===== config.mk =====
export PLATFORM = sky130hd
export DESIGN_NAME = bootrom_wb_arbiter
export DESIGN_NICKNAME = d
export VERILOG_FILES = /design/src/rtl/bootrom_wb_arbiter.sv
export SDC_FILE = /design/constraint.sdc
export NUM_CORES = 1
export LEC_CHECK = 0
export ABC_CLOCK_PERIOD_IN_PS = 2700
export BUFFER_PORTS_ARGS = -buffer_cell sky130_fd_sc_hd__clkbuf_2
export CORE_AREA = 2 2 122 124
export CTS_CLUSTER_DIAMETER = 200
export CTS_CLUSTER_SIZE = 20
export DETAILED_ROUTE_END_ITERATION = 6
export DIE_AREA = 0 0 124 126
export GPL_ROUTABILITY_DRIVEN = 0
export GPL_TIMING_DRIVEN = 1
export SKIP_CTS_REPAIR_TIMING = 1
export SLEW_MARGIN = 20
export SYNTH_ARGS = -nofsm -noshare
export SYNTH_HDL_FRONTEND = slang
export SYNTH_SLANG_ARGS = --single-unit
export TNS_END_PERCENT = 100

===== constraint.sdc =====
create_clock -name i_clk -period 2.7 [get_ports i_clk]
set_input_delay 0.135 -clock i_clk [delete_from_list [all_inputs] [get_ports i_clk]]
set_output_delay 0.135 -clock i_clk [all_outputs]
set_load 0.03 [all_outputs]

===== src/rtl/bootrom_wb_arbiter.sv =====
// rtl/bootrom_wb_arbiter.sv - two-master Wishbone classic arbiter for the boot ROM slave
//
// Purpose: round-robin arbitration between the core fetch port (master 0) and
// the debug/loader port (master 1) onto a single boot ROM Wishbone slave. The
// grant is held for the whole cycle (cyc high). A watchdog aborts cycles that
// the slave never acknowledges and reports err to the owning master.
//
// Ports:
//   i_clk, i_rst              clock, asynchronous active-high reset
//   i_mN_wb_*                 master N request (adr/dat/sel/we/cyc/stb), N = 0,1
//   o_mN_wb_rdt/ack/err       master N response
//   o_s_wb_*                  request forwarded to the boot ROM slave
//   i_s_wb_rdt/ack            slave response
//   o_grant                   one-hot current owner, 00 when idle or aborting
module bootrom_wb_arbiter #(
    parameter int AW      = 32,
    parameter int TIMEOUT = 255,
    parameter int TW      = 16
) (
    input  logic          i_clk,
    input  logic          i_rst,
    input  logic [AW-1:0] i_m0_wb_adr,
    input  logic [31:0]   i_m0_wb_dat,
    input  logic [3:0]    i_m0_wb_sel,
    input  logic          i_m0_wb_we,
    input  logic          i_m0_wb_cyc,
    input  logic          i_m0_wb_stb,
    output logic [31:0]   o_m0_wb_rdt,
    output logic          o_m0_wb_ack,
    output logic          o_m0_wb_err,
    input  logic [AW-1:0] i_m1_wb_adr,
    input  logic [31:0]   i_m1_wb_dat,
    input  logic [3:0]    i_m1_wb_sel,
    input  logic          i_m1_wb_we,
    input  logic          i_m1_wb_cyc,
    input  logic          i_m1_wb_stb,
    output logic [31:0]   o_m1_wb_rdt,
    output logic          o_m1_wb_ack,
    output logic          o_m1_wb_err,
    output logic [AW-1:0] o_s_wb_adr,
    output logic [31:0]   o_s_wb_dat,
    output logic [3:0]    o_s_wb_sel,
    output logic          o_s_wb_we,
    output logic          o_s_wb_cyc,
    output logic          o_s_wb_stb,
    input  logic [31:0]   i_s_wb_rdt,
    input  logic          i_s_wb_ack,
    output logic [1:0]    o_grant
);

    typedef enum logic [1:0] {IDLE, GNT0, GNT1, ABORT} state_t;

    localparam logic [TW-1:0] LIMIT = TW'(TIMEOUT - 1);

    state_t        state;
    logic          ptr;      // master that wins the next simultaneous request
    logic          owner;    // master granted most recently; still meaningful in ABORT
    logic [TW-1:0] count;
    logic          own_cyc;
    logic          timeout;

    // Owner's cyc, valid in GNTx and ABORT so an aborted cycle can be released.
    assign own_cyc = owner ? i_m1_wb_cyc : i_m0_wb_cyc;

    // Fires only while a strobe is actually presented to the slave; a
    // coincident ack takes precedence over the abort.
    assign timeout = ((state == GNT0 && i_m0_wb_stb) || (state == GNT1 && i_m1_wb_stb))
                     && !i_s_wb_ack && (count == LIMIT);

    always_comb begin
        o_s_wb_adr  = '0;
        o_s_wb_dat  = '0;
        o_s_wb_sel  = '0;
        o_s_wb_we   = 1'b0;
        o_s_wb_cyc  = 1'b0;
        o_s_wb_stb  = 1'b0;
        o_m0_wb_rdt = '0;
        o_m0_wb_ack = 1'b0;
        o_m1_wb_rdt = '0;
        o_m1_wb_ack = 1'b0;
        o_grant     = 2'b00;
        case (state)
            GNT0: begin
                o_s_wb_adr  = i_m0_wb_adr;
                o_s_wb_dat  = i_m0_wb_dat;
                o_s_wb_sel  = i_m0_wb_sel;
                o_s_wb_we   = i_m0_wb_we;
                o_s_wb_cyc  = i_m0_wb_cyc;
                o_s_wb_stb  = i_m0_wb_stb;
                o_m0_wb_rdt = i_s_wb_rdt;
                o_m0_wb_ack = i_s_wb_ack;
                o_grant     = 2'b01;
            end
            GNT1: begin
                o_s_wb_adr  = i_m1_wb_adr;
                o_s_wb_dat  = i_m1_wb_dat;
                o_s_wb_sel  = i_m1_wb_sel;
                o_s_wb_we   = i_m1_wb_we;
                o_s_wb_cyc  = i_m1_wb_cyc;
                o_s_wb_stb  = i_m1_wb_stb;
                o_m1_wb_rdt = i_s_wb_rdt;
                o_m1_wb_ack = i_s_wb_ack;
                o_grant     = 2'b10;
            end
            default: ;  // IDLE and ABORT: bus parked, late acks dropped
        endcase
    end

    assign o_m0_wb_err = timeout && (state == GNT0);
    assign o_m1_wb_err = timeout && (state == GNT1);

    always_ff @(posedge i_clk or posedge i_rst) begin
        if (i_rst) begin
            state <= IDLE;
            ptr   <= 1'b0;
            owner <= 1'b0;
            count <= '0;
        end else begin
            case (state)
                IDLE: begin
                    count <= '0;
                    if (i_m0_wb_cyc && (!i_m1_wb_cyc || !ptr)) begin
                        state <= GNT0;
                        owner <= 1'b0;
                    end else if (i_m1_wb_cyc) begin
                        state <= GNT1;
                        owner <= 1'b1;
                    end
                end
                GNT0, GNT1: begin
                    if (!own_cyc) begin
                        state <= IDLE;
                        ptr   <= ~owner;
                        count <= '0;
                    end else if (timeout) begin
                        state <= ABORT;
                        count <= '0;
                    end else if (i_s_wb_ack) begin
                        count <= '0;
                    end else if (o_s_wb_stb) begin
                        count <= count + 1'b1;
                    end
                end
                default: begin  // ABORT
                    if (!own_cyc) begin
                        state <= IDLE;
                        ptr   <= ~owner;
                    end
                end
            endcase
        end
    end

endmodule


==> impl_summary.log <==
[metrics] outcome: completed
[metrics] combinational fraction of design power: 84.1%
[metrics] endpoint of the worst-slack reg-to-reg timing path: count[12]$_DFFE_PP0P_
[metrics] number of standard cells after synthesis: 391
[metrics] placeable core region: 0.0143 sq mm
[metrics] dpl cells: 863
[metrics] pre-CTS setup slack: 403 ps
[metrics] clock network fraction of design power: 7.1%
[metrics] Worst Path Arrival: 2460 ps
[metrics] routed via count: 4013
[metrics] top library cells by usage in the layout, fill and taps aside: sky130_fd_sc_hd__clkbuf_2 (317), sky130_fd_sc_hd__nor2_1 (81), sky130_fd_sc_hd__a22oi_1 (72), sky130_fd_sc_hd__and2_1 (67), sky130_fd_sc_hd__dfrtp_1 (20)
[metrics] number of register bits inferred by synthesis: 20
[metrics] dpl hpwl: 11.4 mm
[metrics] cell occurring most often along the worst timing path: sky130_fd_sc_hd__buf_4
[metrics] category of the worst setup path launch point: flop
[metrics] main combinational cell family by area after synthesis: simple AND/OR/NAND/NOR gates
[metrics] number of detailed-routing iterations run before antenna repair: 5
[metrics] setup tns final: 0 ps
[metrics] Yosys warnings: 0
[metrics] Period Utilization, post-route: 84.9%
[metrics] transition at the pin with the smallest max-transition slack: 809 ps
[metrics] capturing element type of the critical path: flop
[metrics] CTS H-Tree Depth: 1
[metrics] proportion of total power due to net switching: 63.6%
[metrics] Unique masters post-synth: 41
[metrics] crit path time final: 2290 ps
[metrics] Initial Util: 18.6%
[metrics] proportion of layout cells with a drive suffix above 1: 50.1%
[metrics] Post-Synth Adder-Cell Area: 3.76%
[metrics] clk root buf: sky130_fd_sc_hd__clkbuf_16
[metrics] cells taking the most area after synthesis: sky130_fd_sc_hd__a22oi_1 (20%), sky130_fd_sc_hd__dfrtp_1 (19%), sky130_fd_sc_hd__and2_1 (16%)
[metrics] net count after synthesis: 576
[metrics] combined global-route utilization of all metal layers: 16.6%
[metrics] slowest cell on the critical path: sky130_fd_sc_hd__dfrtp_1
[metrics] Pint: 1.53 mW
[metrics] largest net degree at the start of global routing: 105
[metrics] Seq/Total Area, Yosys: 18.8%
[metrics] final cell count without fillers: 866
[metrics] instance area after placement: 0.00442 sq mm
[metrics] share of flip-flops with an asynchronous set or reset: 100%
[metrics] number of pins with negative max-slew slack in the final report: 0
[metrics] DIE WIDTH: 124 microns
[metrics] Leak Pwr: 2.42 nW
[metrics] class of the most critical setup path: reg -> reg
[metrics] worst flop-to-flop path startpoint: state[0]$_DFFE_PP0P_
[metrics] portion of total power attributed to sequential cells: 8.8%
[metrics] final net count: 869
[metrics] area growth from synthesis to layout: 69.2%
[metrics] setup clock skew after layout: 1.91 ps
[metrics] r2r setup slk: 410 ps
[metrics] cells traversed along the worst timing path: inv_1 -> ha_4 -> a22oi_1 -> buf_4 -> nor4_4 -> a21oi_1 -> buf_4 -> o21ai_0 -> a31oi_1
[metrics] worst setup margin: 407 ps
[metrics] number of buffers between clock root and the deepest sink: 2
[metrics] final hold vios: 0
[metrics] share of the synthesized netlist area taken by xor and xnor gates: 0%
[metrics] worst vdd rail ir drop: 436 uV
[metrics] post-CTS clock slew at the launch and capture registers of the worst setup and hold paths: 50 ps
[metrics] number of port buffers: 317
[metrics] overflow left after global routing: 0
[metrics] Die Area: 0.0156 sq mm
[metrics] Post-Synth Simple-Gate Area: 38.6%
[metrics] Psw: 2.66 mW
[metrics] number of endpoints failing setup at the final stage: 0
[metrics] number of CTS-inserted buffers: 3
[metrics] TritonCTS clock tree: yes
[metrics] antenna-violating nets left: 0
[metrics] area of all placed cells without fillers: 0.00450 sq mm
[metrics] First DRT Iteration DRCs: 235
[metrics] largest incremental delay on the critical path: 460 ps
[metrics] logic depth of the worst register-to-register path: 9
[metrics] io pins: 318
[metrics] initial antenna violation count: 0
[metrics] Fmax achieved: 0.436 GHz
[metrics] Min-Delay Path Class: in -> async
[metrics] power density over the cells: 931 mW/mm^2
[metrics] largest fanout of any net on the critical path: 16
[metrics] Top delay family on crit path: compound AO/OA/AOI/OAI gates
[metrics] total buffers and inverters traversed by the critical path: 3
[metrics] top cell type's share of synthesized area: 20.3%
[metrics] DR vias/cell: 4.63
[metrics] most common cell after layout, fill and taps aside: sky130_fd_sc_hd__clkbuf_2
[metrics] source-to-sink clock delay at the later pin of the worst-skew pair: 250 ps
[metrics] critical path data required time: 2860 ps
[metrics] Main synth FF type: sky130_fd_sc_hd__dfrtp_1
[metrics] number of enable flip-flop cells after synthesis: 0
[metrics] wire length of the first global-routing pass: 20.4 mm
[metrics] DRC: 0
[metrics] sink count of the clock tree: 20
[metrics] proportion of synthesized area in mux cells: 1.18%
[metrics] number of rows in the core area: 44
[metrics] compound-cell area share of the yosys netlist: 31.1%
[metrics] Slew HR: 46.0%
[metrics] wire length per cell after detailed routing: 16.0 microns
[metrics] vertical extent of the die: 126 microns
[metrics] via count of the first global-routing pass: 3566
[metrics] setup repair after global routing missed its margin: false
[metrics] post-synthesis cell area: 0.00266 sq mm
[metrics] final antenna diode count: 0
[metrics] cell type contributing the most total cell area after synthesis: sky130_fd_sc_hd__a22oi_1
[metrics] average instance area after synthesis: 6.81 sq um
[metrics] max-cap viol count: 0
[metrics] final wirelength: 13.9 mm
[registers in the layout, summed over array words and instances, names as in the netlist]
name / count
ptr: 1
count: 16
state: 2
owner: 1
[cells in the mapped netlist, types with 2 or more instances]
library cell and instances:
sky130_fd_sc_hd__a21o_1 2, sky130_fd_sc_hd__clkbuf_1 33, sky130_fd_sc_hd__and2_1 67, sky130_fd_sc_hd__and3_2 2, sky130_fd_sc_hd__mux2i_1 2, sky130_fd_sc_hd__a41oi_1 2
sky130_fd_sc_hd__ha_1 8, sky130_fd_sc_hd__nor2_1 81, sky130_fd_sc_hd__a31oi_1 12, sky130_fd_sc_hd__or3_1 3, sky130_fd_sc_hd__nand4_1 3, sky130_fd_sc_hd__inv_1 7
sky130_fd_sc_hd__a21oi_1 10, sky130_fd_sc_hd__and3_1 2, sky130_fd_sc_hd__nor3_1 4, sky130_fd_sc_hd__dfrtp_1 20, sky130_fd_sc_hd__buf_2 2, sky130_fd_sc_hd__a22oi_1 72
sky130_fd_sc_hd__nand3_1 5, sky130_fd_sc_hd__nand2_1 19, sky130_fd_sc_hd__o21ai_0 12, sky130_fd_sc_hd__nand3b_1 2, sky130_fd_sc_hd__nor4_4 2, sky130_fd_sc_hd__or2_2 2
[how the worst max path moves through the flow]
stage,cells past startpoint,endpoint,from,slack [ps]
final,9,count[12]$_DFFE_PP0P_,state[0]$_DFFE_PP0P_,410
after global routing,9,count[12]$_DFFE_PP0P_,state[0]$_DFFE_PP0P_,150
after CTS,6,o_s_wb_adr[14],state[1]$_DFFE_PP0P_,190
after detailed placement,9,count[12]$_DFFE_PP0P_,state[0]$_DFFE_PP0P_,400
after global placement,9,count[10]$_DFFE_PP0P_,state[0]$_DFFE_PP0P_,490
after floorplan,7,o_s_wb_adr[11],state[0]$_DFFE_PP0P_,640
[per-layer routing]
layer	track usage, %	part of all wire, %
met5	0	0
met4	2.31	0.96
met3	2.81	6.5
met2	26.8	50
met1	23.7	43
[area by class of cell]
cell class              instances  area, sq um
well taps                     184          230
fillers                      1617         9810
repair buffers                324         1660
multi-input cells             327         2010
flip-flops and latches         20          500
inverters                       8         30.0
clock buffers                   3         75.1
[power by group through the flow]
stage / clock, mW / combinational (mW) / sequential, mW
3_5_place_dp: 0 / 3.52 / 0.373
4_1_cts: 0.312 / 3.53 / 0.368
2_1_floorplan: 0 / 2.48 / 0.360
3_3_place_gp: 0 / 3.52 / 0.371
6_report: 0.298 / 3.53 / 0.369
5_1_grt: 0.321 / 3.79 / 0.374
[stage by stage]
step / power, mW / hold WS, ps / utilization [%]
after floorplan: 2.84 / 98.8 / -
after global placement: 3.89 / 329 / 30.9
after detailed placement: 3.90 / 324 / 30.9
after CTS: 4.21 / 58.3 / 31.4
after global routing: 4.49 / 118 / 31.5
final: 4.19 / 17.5 / 31.5
[cells by family (layout without fill, tap and decap cells)]
logic type / Yosys count / after routing
AND/OR/NAND/NOR: 198 / 198
AO/OA/AOI/OAI: 118 / 118
buffers and inverters: 44 / 335
flip-flops: 20 / 20
adder cells (fa/ha/maj): 8 / 8
multiplexers: 3 / 3
(Power assumes the default switching activity.)
